$ cat src/rtl/sprite_pkg.sv
// Shared types and constants for the sprite renderer: coordinate width,
// the 2-bit-per-channel colour struct and the object palette.
package sprite_pkg;

    localparam int COORD_W = 10;

    typedef logic [COORD_W-1:0] coord_t;

    typedef struct packed {
        logic [1:0] r;
        logic [1:0] g;
        logic [1:0] b;
    } colour_t;

    localparam colour_t BLACK  = '{r: 2'b00, g: 2'b00, b: 2'b00};
    localparam colour_t WHITE  = '{r: 2'b11, g: 2'b11, b: 2'b11};
    localparam colour_t GREEN  = '{r: 2'b00, g: 2'b11, b: 2'b00};
    localparam colour_t RED    = '{r: 2'b11, g: 2'b00, b: 2'b00};
    localparam colour_t BLUE   = '{r: 2'b00, g: 2'b00, b: 2'b11};
    localparam colour_t YELLOW = '{r: 2'b11, g: 2'b11, b: 2'b00};

    // Object colour is PALETTE[index mod 4]; element 0 is the player's green.
    localparam colour_t [3:0] PALETTE = {YELLOW, BLUE, RED, GREEN};

endpackage

$ cat src/rtl/obj_motion.sv
// Position and direction state for one square object. In PLAYER mode the
// buttons move it one pixel per step and the legal range acts as a clamp;
// otherwise it moves diagonally and reverses an axis instead of leaving
// the range (the position holds on the step that reverses).
module obj_motion
    import sprite_pkg::*;
#(
    parameter bit PLAYER      = 1'b0,
    parameter int INIT_X      = 40,
    parameter int INIT_Y      = 40,
    parameter bit INIT_DX_NEG = 1'b0,
    parameter int X_MIN       = 10,
    parameter int X_MAX       = 600,
    parameter int Y_MIN       = 10,
    parameter int Y_MAX       = 440
) (
    input  logic       clk,
    input  logic       rst_n,
    input  logic       step,
    input  logic [3:0] btn,     // {right, left, dn, up}
    output coord_t     ox,
    output coord_t     oy
);

    localparam logic [COORD_W:0] XMIN_W = (COORD_W+1)'(X_MIN);
    localparam logic [COORD_W:0] XMAX_W = (COORD_W+1)'(X_MAX);
    localparam logic [COORD_W:0] YMIN_W = (COORD_W+1)'(Y_MIN);
    localparam logic [COORD_W:0] YMAX_W = (COORD_W+1)'(Y_MAX);
    // Adding all-ones in COORD_W+1 bits is a decrement; an underflow lands
    // far above any legal maximum, so it fails the range test naturally.
    localparam logic [COORD_W:0] DEC_W  = '1;
    localparam logic [COORD_W:0] INC_W  = (COORD_W+1)'(1);

    logic                dx_neg, dy_neg;
    logic                dx_neg_n, dy_neg_n;
    coord_t              ox_n, oy_n;
    logic                x_move, y_move, x_dec, y_dec;
    logic                x_ok, y_ok;
    logic [COORD_W:0]    x_cand, y_cand;

    // Next position/direction for a motion step.
    always_comb begin
        ox_n     = ox;
        oy_n     = oy;
        dx_neg_n = dx_neg;
        dy_neg_n = dy_neg;
        if (PLAYER) begin
            // Opposing buttons cancel: move only when exactly one is held.
            x_move = btn[2] ^ btn[3];
            x_dec  = btn[2];
            y_move = btn[0] ^ btn[1];
            y_dec  = btn[0];
        end else begin
            x_move = 1'b1;
            x_dec  = dx_neg;
            y_move = 1'b1;
            y_dec  = dy_neg;
        end
        x_cand = {1'b0, ox} + (x_dec ? DEC_W : INC_W);
        y_cand = {1'b0, oy} + (y_dec ? DEC_W : INC_W);
        x_ok   = (x_cand >= XMIN_W) && (x_cand <= XMAX_W);
        y_ok   = (y_cand >= YMIN_W) && (y_cand <= YMAX_W);
        if (x_move) begin
            if (x_ok)         ox_n     = x_cand[COORD_W-1:0];
            else if (!PLAYER) dx_neg_n = ~dx_neg;
        end
        if (y_move) begin
            if (y_ok)         oy_n     = y_cand[COORD_W-1:0];
            else if (!PLAYER) dy_neg_n = ~dy_neg;
        end
    end

    // Object state register; only a motion step changes it.
    always_ff @(posedge clk) begin
        if (!rst_n) begin
            ox     <= COORD_W'(INIT_X);
            oy     <= COORD_W'(INIT_Y);
            dx_neg <= INIT_DX_NEG;
            dy_neg <= 1'b0;
        end else if (step) begin
            ox     <= ox_n;
            oy     <= oy_n;
            dx_neg <= dx_neg_n;
            dy_neg <= dy_neg_n;
        end
    end

endmodule

$ cat src/rtl/sprite_engine.sv
// Multi-object sprite renderer: composites border and NUM_OBJ squares into
// a registered 2-bit RGB pixel, steps object motion once every STEP_DIV
// frames, and reports which objects touched object 0 in the last frame.
module sprite_engine
    import sprite_pkg::*;
#(
    parameter int NUM_OBJ  = 4,
    parameter int OBJ_SIZE = 30,
    parameter int H_ACTIVE = 640,
    parameter int V_ACTIVE = 480,
    parameter int BORDER   = 10,
    parameter int STEP_DIV = 2
) (
    input  logic               clk,
    input  logic               rst_n,
    input  coord_t             x,
    input  coord_t             y,
    input  logic               blank,
    input  logic               frame_tick,
    input  logic [3:0]         btn,
    input  logic               pause,
    output logic [1:0]         r,
    output logic [1:0]         g,
    output logic [1:0]         b,
    output logic [NUM_OBJ-1:0] obj_hit
);

    localparam int X_MIN = BORDER;
    localparam int X_MAX = H_ACTIVE - BORDER - OBJ_SIZE;
    localparam int Y_MIN = BORDER;
    localparam int Y_MAX = V_ACTIVE - BORDER - OBJ_SIZE;

    localparam logic [COORD_W:0] SIZE_W  = (COORD_W+1)'(OBJ_SIZE);
    localparam logic [COORD_W:0] BL_W    = (COORD_W+1)'(BORDER);
    localparam logic [COORD_W:0] BR_W    = (COORD_W+1)'(H_ACTIVE - BORDER);
    localparam logic [COORD_W:0] BB_W    = (COORD_W+1)'(V_ACTIVE - BORDER);
    localparam logic [7:0]       DIV_LAST = 8'(STEP_DIV - 1);

    logic [COORD_W:0]   x_w, y_w;
    logic [7:0]         div_q;
    logic               step;
    coord_t             obj_x [NUM_OBJ];
    coord_t             obj_y [NUM_OBJ];
    logic [NUM_OBJ-1:0] obj_in;
    logic [NUM_OBJ-1:0] hit_now;
    logic [NUM_OBJ-1:0] hit_acc;
    logic               border;
    logic               found;
    colour_t            pix_d, pix_q;

    assign x_w  = {1'b0, x};
    assign y_w  = {1'b0, y};
    assign step = frame_tick && !pause && (div_q == DIV_LAST);

    // Frame divider: counts unpaused frame ticks, wraps on the step frame.
    always_ff @(posedge clk) begin
        if (!rst_n)
            div_q <= 8'd0;
        else if (frame_tick && !pause)
            div_q <= (div_q == DIV_LAST) ? 8'd0 : div_q + 8'd1;
    end

    for (genvar i = 0; i < NUM_OBJ; i++) begin : g_obj
        obj_motion #(
            .PLAYER      (i == 0),
            .INIT_X      (BORDER + 30 + 80 * i),
            .INIT_Y      (BORDER + 30 + 60 * i),
            .INIT_DX_NEG (i % 2 == 1),
            .X_MIN       (X_MIN),
            .X_MAX       (X_MAX),
            .Y_MIN       (Y_MIN),
            .Y_MAX       (Y_MAX)
        ) u_obj (
            .clk   (clk),
            .rst_n (rst_n),
            .step  (step),
            .btn   (btn),
            .ox    (obj_x[i]),
            .oy    (obj_y[i])
        );
    end

    // Shape tests for the current pixel against border and every object.
    always_comb begin
        obj_in = '0;
        border = (x_w < BL_W) || (x_w >= BR_W) || (y_w < BL_W) || (y_w >= BB_W);
        for (int i = 0; i < NUM_OBJ; i++) begin
            obj_in[i] = (x_w >= {1'b0, obj_x[i]}) && (x_w < {1'b0, obj_x[i]} + SIZE_W) &&
                        (y_w >= {1'b0, obj_y[i]}) && (y_w < {1'b0, obj_y[i]} + SIZE_W);
        end
    end

    // Colour priority: blank, then border, then the lowest-index object.
    always_comb begin
        pix_d = BLACK;
        found = 1'b0;
        for (int i = 0; i < NUM_OBJ; i++) begin
            if (!found && obj_in[i]) begin
                pix_d = PALETTE[2'(i)];
                found = 1'b1;
            end
        end
        if (border) pix_d = WHITE;
        if (blank)  pix_d = BLACK;
    end

    // Pixel output register (one cycle behind x/y/blank).
    always_ff @(posedge clk) begin
        if (!rst_n) pix_q <= BLACK;
        else        pix_q <= pix_d;
    end

    assign r = pix_q.r;
    assign g = pix_q.g;
    assign b = pix_q.b;

    // Visible pixels shared between object 0 and another object; bit 0 never sets.
    always_comb begin
        hit_now = '0;
        for (int i = 1; i < NUM_OBJ; i++)
            hit_now[i] = !blank && obj_in[i] && obj_in[0];
    end

    // Per-frame collision accumulation; a hit on the tick cycle belongs to
    // the frame that the tick starts.
    always_ff @(posedge clk) begin
        if (!rst_n) begin
            hit_acc <= '0;
            obj_hit <= '0;
        end else if (frame_tick) begin
            obj_hit <= hit_acc;
            hit_acc <= hit_now;
        end else begin
            hit_acc <= hit_acc | hit_now;
        end
    end

endmodule

$ cat config.mk
export PLATFORM = sky130hd
export DESIGN_NAME = sprite_engine
export DESIGN_NICKNAME = d
export VERILOG_FILES = /design/src/rtl/sprite_pkg.sv /design/src/rtl/obj_motion.sv /design/src/rtl/sprite_engine.sv
export SDC_FILE = /design/constraint.sdc
export NUM_CORES = 1
export LEC_CHECK = 0
export ABC_AREA = 0
export CAP_MARGIN = 20
export CORE_MARGIN = 5
export CORE_UTILIZATION = 58
export DETAILED_ROUTE_END_ITERATION = 10
export MAX_ROUTING_LAYER = met4
export PLACE_DENSITY = 0.91
export SYNTH_ARGS = -nofsm -noshare
export SYNTH_HDL_FRONTEND = slang
export SYNTH_SLANG_ARGS = --single-unit
$ cat constraint.sdc
create_clock -name clk -period 3.37 [get_ports clk]
set_input_delay 0.8425 -clock clk [delete_from_list [all_inputs] [get_ports clk]]
set_output_delay 0.8425 -clock clk [all_outputs]
set_load 0.02 [all_outputs]
After elaboration in Yosys (flattened, before gate mapping)
Index checks and enable logic that the tools add are counted.
Word-level totals
  input port bits: 29
  output and inout bits: 10
  logic and storage cells: 164
  bits in registers: 108
Operators by class
  $add $sub $neg: 17
  bitwise gates (word level): 16
  eq/ne operators: 1
  reduce and logical (&&, ||, !) cells: 55
  order comparisons: 36
  mux-type cells: 18
Operator list (number)
  $add A10 B11 Y11: 8
  $add A10 B5 Y11 const B: 8
  $ge A11 B4 Y1 const B: 8
  $lt A10 B11 Y1: 8
  $mux W11: 8
  $ge A10 B10 Y1: 8
  $le A11 B10 Y1 const B: 4
  $le A11 B9 Y1 const B: 4
  $logic_and A1 B1 Y1: 31
  $mux W6: 4
  $reduce_and A2 Y1: 12
  $lt A10 B4 Y1 const B: 2
  $not A1 Y1: 13
  $ge A10 B10 Y1 const B: 1
  $ge A10 B9 Y1 const B: 1
  $add A8 B1 Y8 const B: 1
  $eq A8 B1 Y1 const B: 1
  $mux W4: 2
  $mux W8: 1
  $reduce_and A3 Y1: 2
  $logic_not A1 Y1: 5
  $or A4 B4 Y4: 1
  $reduce_or A2 Y1: 2
  $logic_or A1 B1 Y1: 3
  2 further kinds: 5

Logic depth before layout (Yosys ltp)
Gate-level depths: netlist of run 1.
  depth in word-level cells: 16
  depth in mapped cells: 14
  gate-level depth less buffers: 14

Cells and area by module
From an unflattened synthesis of run 1, not the netlist that was laid out.
Second synthesis, totals
  cells, all modules: 1591
  area total of the unflattened synthesis: 13167.6 um^2
Modules (own cells, without submodules)
  sprite_engine: cells each 650, times used 1, area an instance 5167.5 um^2, sequential area each 340.3 um^2
  obj_motion (g_obj[0].u_obj): cells each 237, times used 1, area an instance 2100.8 um^2, sequential area each 400.4 um^2
  obj_motion (g_obj[1].u_obj): cells each 235, times used 1, area an instance 1974.4 um^2, sequential area each 440.4 um^2
  obj_motion (g_obj[2].u_obj): cells each 235, times used 1, area an instance 1971.9 um^2, sequential area each 440.4 um^2
  obj_motion (g_obj[3].u_obj): cells each 234, times used 1, area an instance 1953.1 um^2, sequential area each 440.4 um^2

Worst setup path after synthesis of run 1
Ideal clock, no wire load.
  path type: input port to flip-flop
  from: input btn[0]
  to: register g_obj[0].u_obj.oy[2]
  setup time: 0.070 ns
  buffers on the path: 0
  stages: 9
  arrival time: 3.131 ns
  data required time: 3.300 ns
  path slack: 0.169 ns
  path through: ha_1 a211oi_1 o21bai_1 a21o_1 and3_1 or2_2 a22o_1 or4_1 a21oi_1
Between the ends
  cells in the longest elaborated chain, start to end: 5
  elaborated cells on any way between the ends: 7
  classes of those cells: 1 x add/sub; 2 x order compare; 1 x mux; 1 x bitwise; 2 x reduce/logical
RTL lines
  start, declared: RTL line sprite_engine.sv:20  | input logic [3:0] btn,
  $mux W11: RTL line obj_motion.sv:60  | y_cand = {1'b0, oy} + (y_dec ? DEC_W : INC_W);
  $add A10 B11 Y11: RTL line obj_motion.sv:60
  $ge A11 B4 Y1 or $le A11 B9 Y1 (tied branches): RTL line obj_motion.sv:62  | y_ok = (y_cand >= YMIN_W) && (y_cand <= YMAX_W);
  $logic_and A1 B1 Y1: RTL line obj_motion.sv:62
  $reduce_and A3 Y1 (no line)
  end signal, assigned: RTL line obj_motion.sv:77  | oy <= COORD_W'(INIT_Y);
  end signal, assigned: RTL line obj_motion.sv:82  | oy <= oy_n;
  end, declared: RTL line obj_motion.sv:22  | output coord_t oy
Parallel ways exist; a longest one is shown, timed or not.
A chain may end at the register's enable or synchronous reset.

Worst setup path in the final report of run 1
Same ends and word-level chain as after synthesis.

==> run summary, run 1 <==
Die ar.: 0.0245 mm²
Hpwl dp: 25.2 mm
Non-Filler Instances: 1936
Final Setup Violations: 0
Top post-synthesis cells by count: ha_1 (242), nand2_1 (127), inv_1 (116), nor2_1 (105), dfxtp_1 (103)
WP buf/inv: 3
Pre-CTS WS: -0.530 ns
Post-CTS setup buffers: 0
Max Slew Vio Count: 0
Port Buffers: 37
Top delay family on crit path: simple AND/OR/NAND/NOR gates
Clk_lat worst skew: 0.37 ns
Die Span Y: 156 µm
Grt ovf: 0
Dpl cells: 1920
Critical path class: in2reg
Unrepaired setup endpoints after global routing: true
Required @ worst endpoint: 3.66 ns
Core region area: 0.0211 mm²
CP max stage delay: 0.50 ns
Number of DRC markers in iteration 0: 718
Top-count cell post-synth: ha_1
Via count: 12.1k
Number of synthesized flops with an enable pin: 0
Placer Congestion: 0.940
Power per cell area: 223 mW/mm²
Tightest Pin Transition: 0.687 ns
Clk pin slew, worst setup/hold paths: 0.08 ns
Crit path max-delay cell type: or4_1
Slew headroom: 53.6%
Status: finished clean
Mapped Nets: 1820
Clock sink count: 103
Wire length of the first global-routing pass: 53.9 mm
CP endpoint kind: flop
Final Hold Viols: 0
Synth area leader: ha_1
Synth warn: 0
Starting density of the core: 59.0%
CP cell instances: dlygate4sd2_1 -> buf_6 -> ha_1 -> nand2b_1 -> a21oi_1 -> or3_4 -> xnor2_1 -> a211oi_1 -> buf_4 -> a22o_1 -> or4_1 -> a21oi_1
Mean Syn Cell Area: 8.07 µm²
MaxCap Viol Count: 0
CTS buffer count: 9
Placed Area: 0.0137 mm²
Vias in the first global route: 12.1k
Floorplan row count: 53
Utilization after layout: 67.1%
PnR worst setup slack: 0.0738 ns
Routed length per instance: 16.8 µm
Sequential area share after synthesis: 16.6%
DRT Pass-1 Iters: 5
# DRC: 0
R2R Setup Slk: 0.12 ns
Post-Syn Area: 0.0124 mm²
Die width: 156 µm
CTS HTree Levels: 3
FILL cells: 1558
CTS tree: built
DRT Wirelength: 32.6 mm
Worst Clk Skew: 0.00752 ns
GRT Util Overall: 26.7%
Worst Hold Class: reg2reg
Fraction of layout cells with a size suffix above 1: 10.5%
Routed Antenna Nets: 0
Via-per-instance ratio: 6.27
Boundary Pins: 39
Crit-path max FO: 8
Number of diodes: 0
Area growth syn-to-layout: 13.7%
Synth cell types: 79
Ys flop type: dfxtp_1
Clk buf depth: 2
Setup TNS: 0 ns
F_max: 0.303 GHz
Ys async rst share: 0%
Initial antenna violation count: 1
VDD IR max: 0.000242 V
Static Leak: 0.00634 µW
Setup crit start kind: input port
Critical Path AT: 3.59 ns
Synthesis-stage register bit count: 103
Crit path top cell by count: a21oi_1
Root buffer cell: clkbuf_16
Top cell type's share of synthesized area: 24.3%
Total Nets Final: 1935
Cell area after layout: 0.0141 mm²
Syn Inst Count: 1541
Main area contributors after synthesis: ha_1 (24%), dfxtp_1 (17%), xnor2_1 (6.2%), nand2_1 (3.8%), inv_1 (3.5%)
Largest net degree at the start of global routing: 56
Minimum clock period: 3.30 ns
Period utilisation layout: 97.8%
-- flip-flops by register name, summed over array words and instances (netlist names) --
signal / count
g_obj.u_obj.ox: 40
g_obj.u_obj.oy: 40
b: 1
obj_hit: 3
g_obj.u_obj.dx_neg: 3
g: 1
r: 1
hit_acc: 3
div_q: 8
g_obj.u_obj.dy_neg: 3
-- kinds of logic (layout without fill, tap and decap cells) --
family,Yosys count,in the layout,synth area share (%)
XOR/XNOR,118,118,8.31
adder cells (fa/ha/maj),250,250,25.6
flip-flops,103,103,16.6
AND/OR/NAND/NOR,460,460,18.3
AO/OA/AOI/OAI,415,415,22.8
multiplexers,43,43,3.55
buffers and inverters,151,271,4.84
other,1,1,0.0301
-- power breakdown --
group	total (µW)	leakage [µW]	switching (µW)	internal, µW
Combinational	785	0.00535	431	354
Clock	1110	0.000149	507	601
Sequential	1260	0.000833	22.5	1230
-- cell usage in the layout (no fill, tap or decap), types with 9 or more instances in the layout --
cell             netlist  routed
a211oi_1              26      23
inv_1                116     115
nor2b_1               19      18
nand2_1              127     127
ha_1                 242     241
buf_4                  4     101
nor3_1                38      36
o21bai_1               9       9
mux2i_1               37      37
nand2b_1              26      26
dfxtp_1              103     101
or2_2                 13      13
a21oi_1               79      78
nor4_1                12      11
o21a_1                16      16
a31oi_1               19      19
and3_1                20      20
o31ai_1               13      13
nand4_1               27      27
or3_1                 15      13
o21ai_0               77      73
clkbuf_16              0       9
xor2_1                30      29
nand3_1               33      33
clkdlybuf4s50_1        0      35
o211ai_1              34      34
xnor2_1               88      88
a21o_1                36      36
nor2_1               105     105
-- what timing repair did --
item	4_1_cts	5_1_grt
setup endpoints to repair	20	49
hold buffers	0	0
gates cloned	0	0
pin swaps	0	1
resized for setup	9	18
-- metal layers --
| metal | global-route usage (%) | vias to the layer above | part of all wire [%] |
|---|---|---|---|
| met1 | 31.2 | 5691 | 43 |
| met3 | 3.54 | 131 | 5.1 |
| met2 | 45.6 | 397 | 48 |
| li1 | - | 5920 | - |
| met5 | - | - | 0 |
| met4 | 12.2 | 0 | 4.1 |
-- final timing paths --
| kind | to | cells past startpoint | from |
|---|---|---|---|
| worst max-delay path | g_obj[0].u_obj.oy[2] | 12 | btn[0] |
| worst min-delay path | hit_acc[1] | 1 | hit_acc[1] |
| worst max register to register | g_obj[1].u_obj.dx_neg | 9 | g_obj[1].u_obj.dx_neg |
| worst min register to register | hit_acc[1] | 1 | hit_acc[1] |
-- layout make-up --
cell class	instances	area, µm²	area share (%)
clock inverters	6	68.8	0.486
multi-input cells	1287	9860	69.7
clock buffers	10	239	1.69
flip-flops and latches	103	2070	14.6
repair buffers	139	1130	8.01
inverters	116	435	3.08
well taps	275	344	2.43
-- stage by stage --
stage	total power (µW)	hold slack [ns]
after global placement	2000	0.438
after global routing	3280	0.518
final	3150	0.495
after CTS	3120	0.496
after detailed placement	2040	0.477
after floorplan	1750	0.425
No activity file was read; power rests on OpenSTA's default activity.
==> inputs of run 2 (changes only) <==
--- a/config.mk
+++ b/config.mk
@@ -8,10 +8,11 @@
 export ABC_AREA = 0
 export CAP_MARGIN = 20
 export CORE_MARGIN = 5
-export CORE_UTILIZATION = 58
+export CORE_UTILIZATION = 60
+export CTS_CLUSTER_SIZE = 12
 export DETAILED_ROUTE_END_ITERATION = 10
 export MAX_ROUTING_LAYER = met4
-export PLACE_DENSITY = 0.91
+export PLACE_DENSITY = 0.9
 export SYNTH_ARGS = -nofsm -noshare
 export SYNTH_HDL_FRONTEND = slang
 export SYNTH_SLANG_ARGS = --single-unit
==> constraint.sdc (replaced) <==
create_clock -name clk -period 4 [get_ports clk]
set_input_delay 1 -clock clk [delete_from_list [all_inputs] [get_ports clk]]
set_output_delay 1 -clock clk [all_outputs]
set_load 0.02 [all_outputs]
==> run summary, run 2 (synthesized netlist as in run 1, its figures left out) <==
Fraction of layout cells with a size suffix above 1: 6.53% (-4.0 points)
Clk buf depth: 2 (unchanged)
Die ar.: 0.0237 mm² (-3.1%)
Core region area: 0.0203 mm² (-3.7%)
Via count: 11.8k (-2.6%)
Placed Area: 0.0133 mm² (-3.0%)
Worst Clk Skew: 0.0129 ns (+0.00540 ns)
Critical Path AT: 3.98 ns (+0.39 ns)
Slew headroom: 42.5% (-11 points)
Crit-path max FO: 6 (-2)
Clock sink count: 103 (unchanged)
Port Buffers: 37 (unchanged)
Power per cell area: 188 mW/mm² (-15%)
Starting density of the core: 61.3% (+2.3 points)
Die width: 154 µm (-1.6%)
Tightest Pin Transition: 0.856 ns (+0.169 ns)
Final Setup Violations: 0 (unchanged)
Placer Congestion: 0.934 (-0.63%)
Post-CTS setup buffers: 0 (unchanged)
Hpwl dp: 24.2 mm (-3.9%)
Hold Startpoint: hit_acc[2]
Clk_lat worst skew: 0.36 ns (about the same)
VDD IR max: 0.000175 V (-28%)
Critical path class: in2reg
Initial antenna violation count: 0 (-1)
DRT Wirelength: 30.8 mm (-5.6%)
WHS: 0.485 ns (-0.0100 ns)
Final Hold Viols: 0 (unchanged)
Area growth syn-to-layout: 9.75%
Static Leak: 0.00606 µW (-4.4%)
Vias in the first global route: 11.3k (-6.5%)
CP endpoint kind: flop
R2r startpoint: g_obj[1].u_obj.dy_neg
Via-per-instance ratio: 6.30 (+0.43%)
Most common cell after layout, fill and taps aside: ha_1
Most frequent cells in the layout: ha_1 (242), nand2_1 (127), inv_1 (115), nor2_1 (105), dfxtp_1 (103)
Worst Hold Class: reg2reg
CTS buffer count: 9 (unchanged)
MaxCap Viol Count: 0 (unchanged)
PnR worst setup slack: 0.191 ns (+0.117 ns)
Number of DRC markers in iteration 0: 618 (-14%)
Reg area: 0.00206 mm² (-0.24%)
CTS tree: built
Wire length of the first global-routing pass: 51.7 mm (-4.1%)
Crit path from: btn[0]
Routed Antenna Nets: 0 (unchanged)
Grt ovf: 0 (unchanged)
Cell area after layout: 0.0137 mm² (-3.5%)
Max Slew Vio Count: 0 (unchanged)
F_max: 0.263 GHz
Setup TNS: 0 ns (unchanged)
GRT Util Overall: 26.0% (-0.77 points)
Number of diodes: 0 (unchanged)
Minimum clock period: 3.81 ns
Die Span Y: 154 µm (-1.6%)
DRT Pass-1 Iters: 6 (+1)
Largest registers: g_obj.u_obj.ox x40, g_obj.u_obj.oy x40, div_q x8
CTS HTree Levels: 3 (unchanged)
Required @ worst endpoint: 4.17 ns (+0.51 ns)
Root buffer cell: clkbuf_16
Pre-CTS WS: -0.0987 ns (+0.431 ns)
Boundary Pins: 39 (unchanged)
# DRC: 0 (unchanged)
Routed length per instance: 16.4 µm (-2.6%)
Clk pin slew, worst setup/hold paths: 0.08 ns (about the same)
Total Nets Final: 1881 (-2.8%)
Floorplan row count: 52 (-1.9%)
Largest net degree at the start of global routing: 85 (+52%)
FILL cells: 1559 (+0.064%)
Period utilisation layout: 95.2%
Area of the multi-input gates: 0.00979 mm² (-0.69%)
Utilization after layout: 67.3% (+0.16 points)
Setup crit start kind: input port
Status: finished clean
-- run 2: cell types whose count changed in the layout (fill, tap and decap cells not counted), sizes merged --
cell,change
inv,+3
clkbuf,+1
buf,-54
bufinv,-1
clkinv,-2
clkdlybuf4s50,+1
dlygate4sd2,-1
clkinvlp,-1
-- run 2: stage by stage --
| stage | std cells | power, µW |
|---|---|---|
| 2_1_floorplan | 1541 | 1470 |
| 3_3_place_gp | 1861 | 1660 |
| 3_5_place_dp | 1861 | 1690 |
| 4_1_cts | 1877 | 2560 |
| 5_1_grt | 1877 | 2700 |
| 6_report | 1877 | 2570 |
-- run 2: what timing repair did --
item                       in CTS  in global routing
resized for setup               0                  5
setup endpoints to repair       0                  4
hold buffers                    0                  0
-- run 2: final cells by class --
class,count,area share (%)
multi-input combinational,1287,71.7
tap,270,2.47
timing repair buffer,85,5.32
clock buffer,11,1.85
clock inverter,5,0.339
inverter,116,3.19
sequential,103,15.1
-- run 2: worst paths after layout --
kind                      endpoint  slack (ns)  cells past startpoint
max           g_obj[0].u_obj.oy[5]        0.19                     12
min                     hit_acc[2]        0.48                      1
max reg2reg  g_obj[1].u_obj.dy_neg        0.45                      9
min reg2reg             hit_acc[2]        0.48                      1
-- run 2: power by group --
group          leakage (µW)  internal (µW)  total, µW  switching (µW)
Sequential         0.000833           1040       1060            20.2
Combinational       0.00508            271        619             348
Clock              0.000149            469        894             425
Total               0.00606           1780       2570             793
-- run 2: critical path: stages --
cell and delay, ns:
clkdlybuf4s50_1 0.50, buf_4 0.20, ha_1 0.26, a211oi_1 0.31
o21bai_1 0.15, a21o_1 0.21, and3_1 0.19, or2_2 0.30
buf_4 0.14, a221o_1 0.39, nor3_1 0.20, o21ai_0 0.13
-- run 2: metal layers --
metal | track usage [%] | share of wire [%] | up-vias
met5 | - | 0 | -
met2 | 44.1 | 48 | 326
met3 | 2.36 | 4.2 | 80
met4 | 10.1 | 3.1 | 0
met1 | 31.9 | 45 | 5584
li1 | - | - | 5830
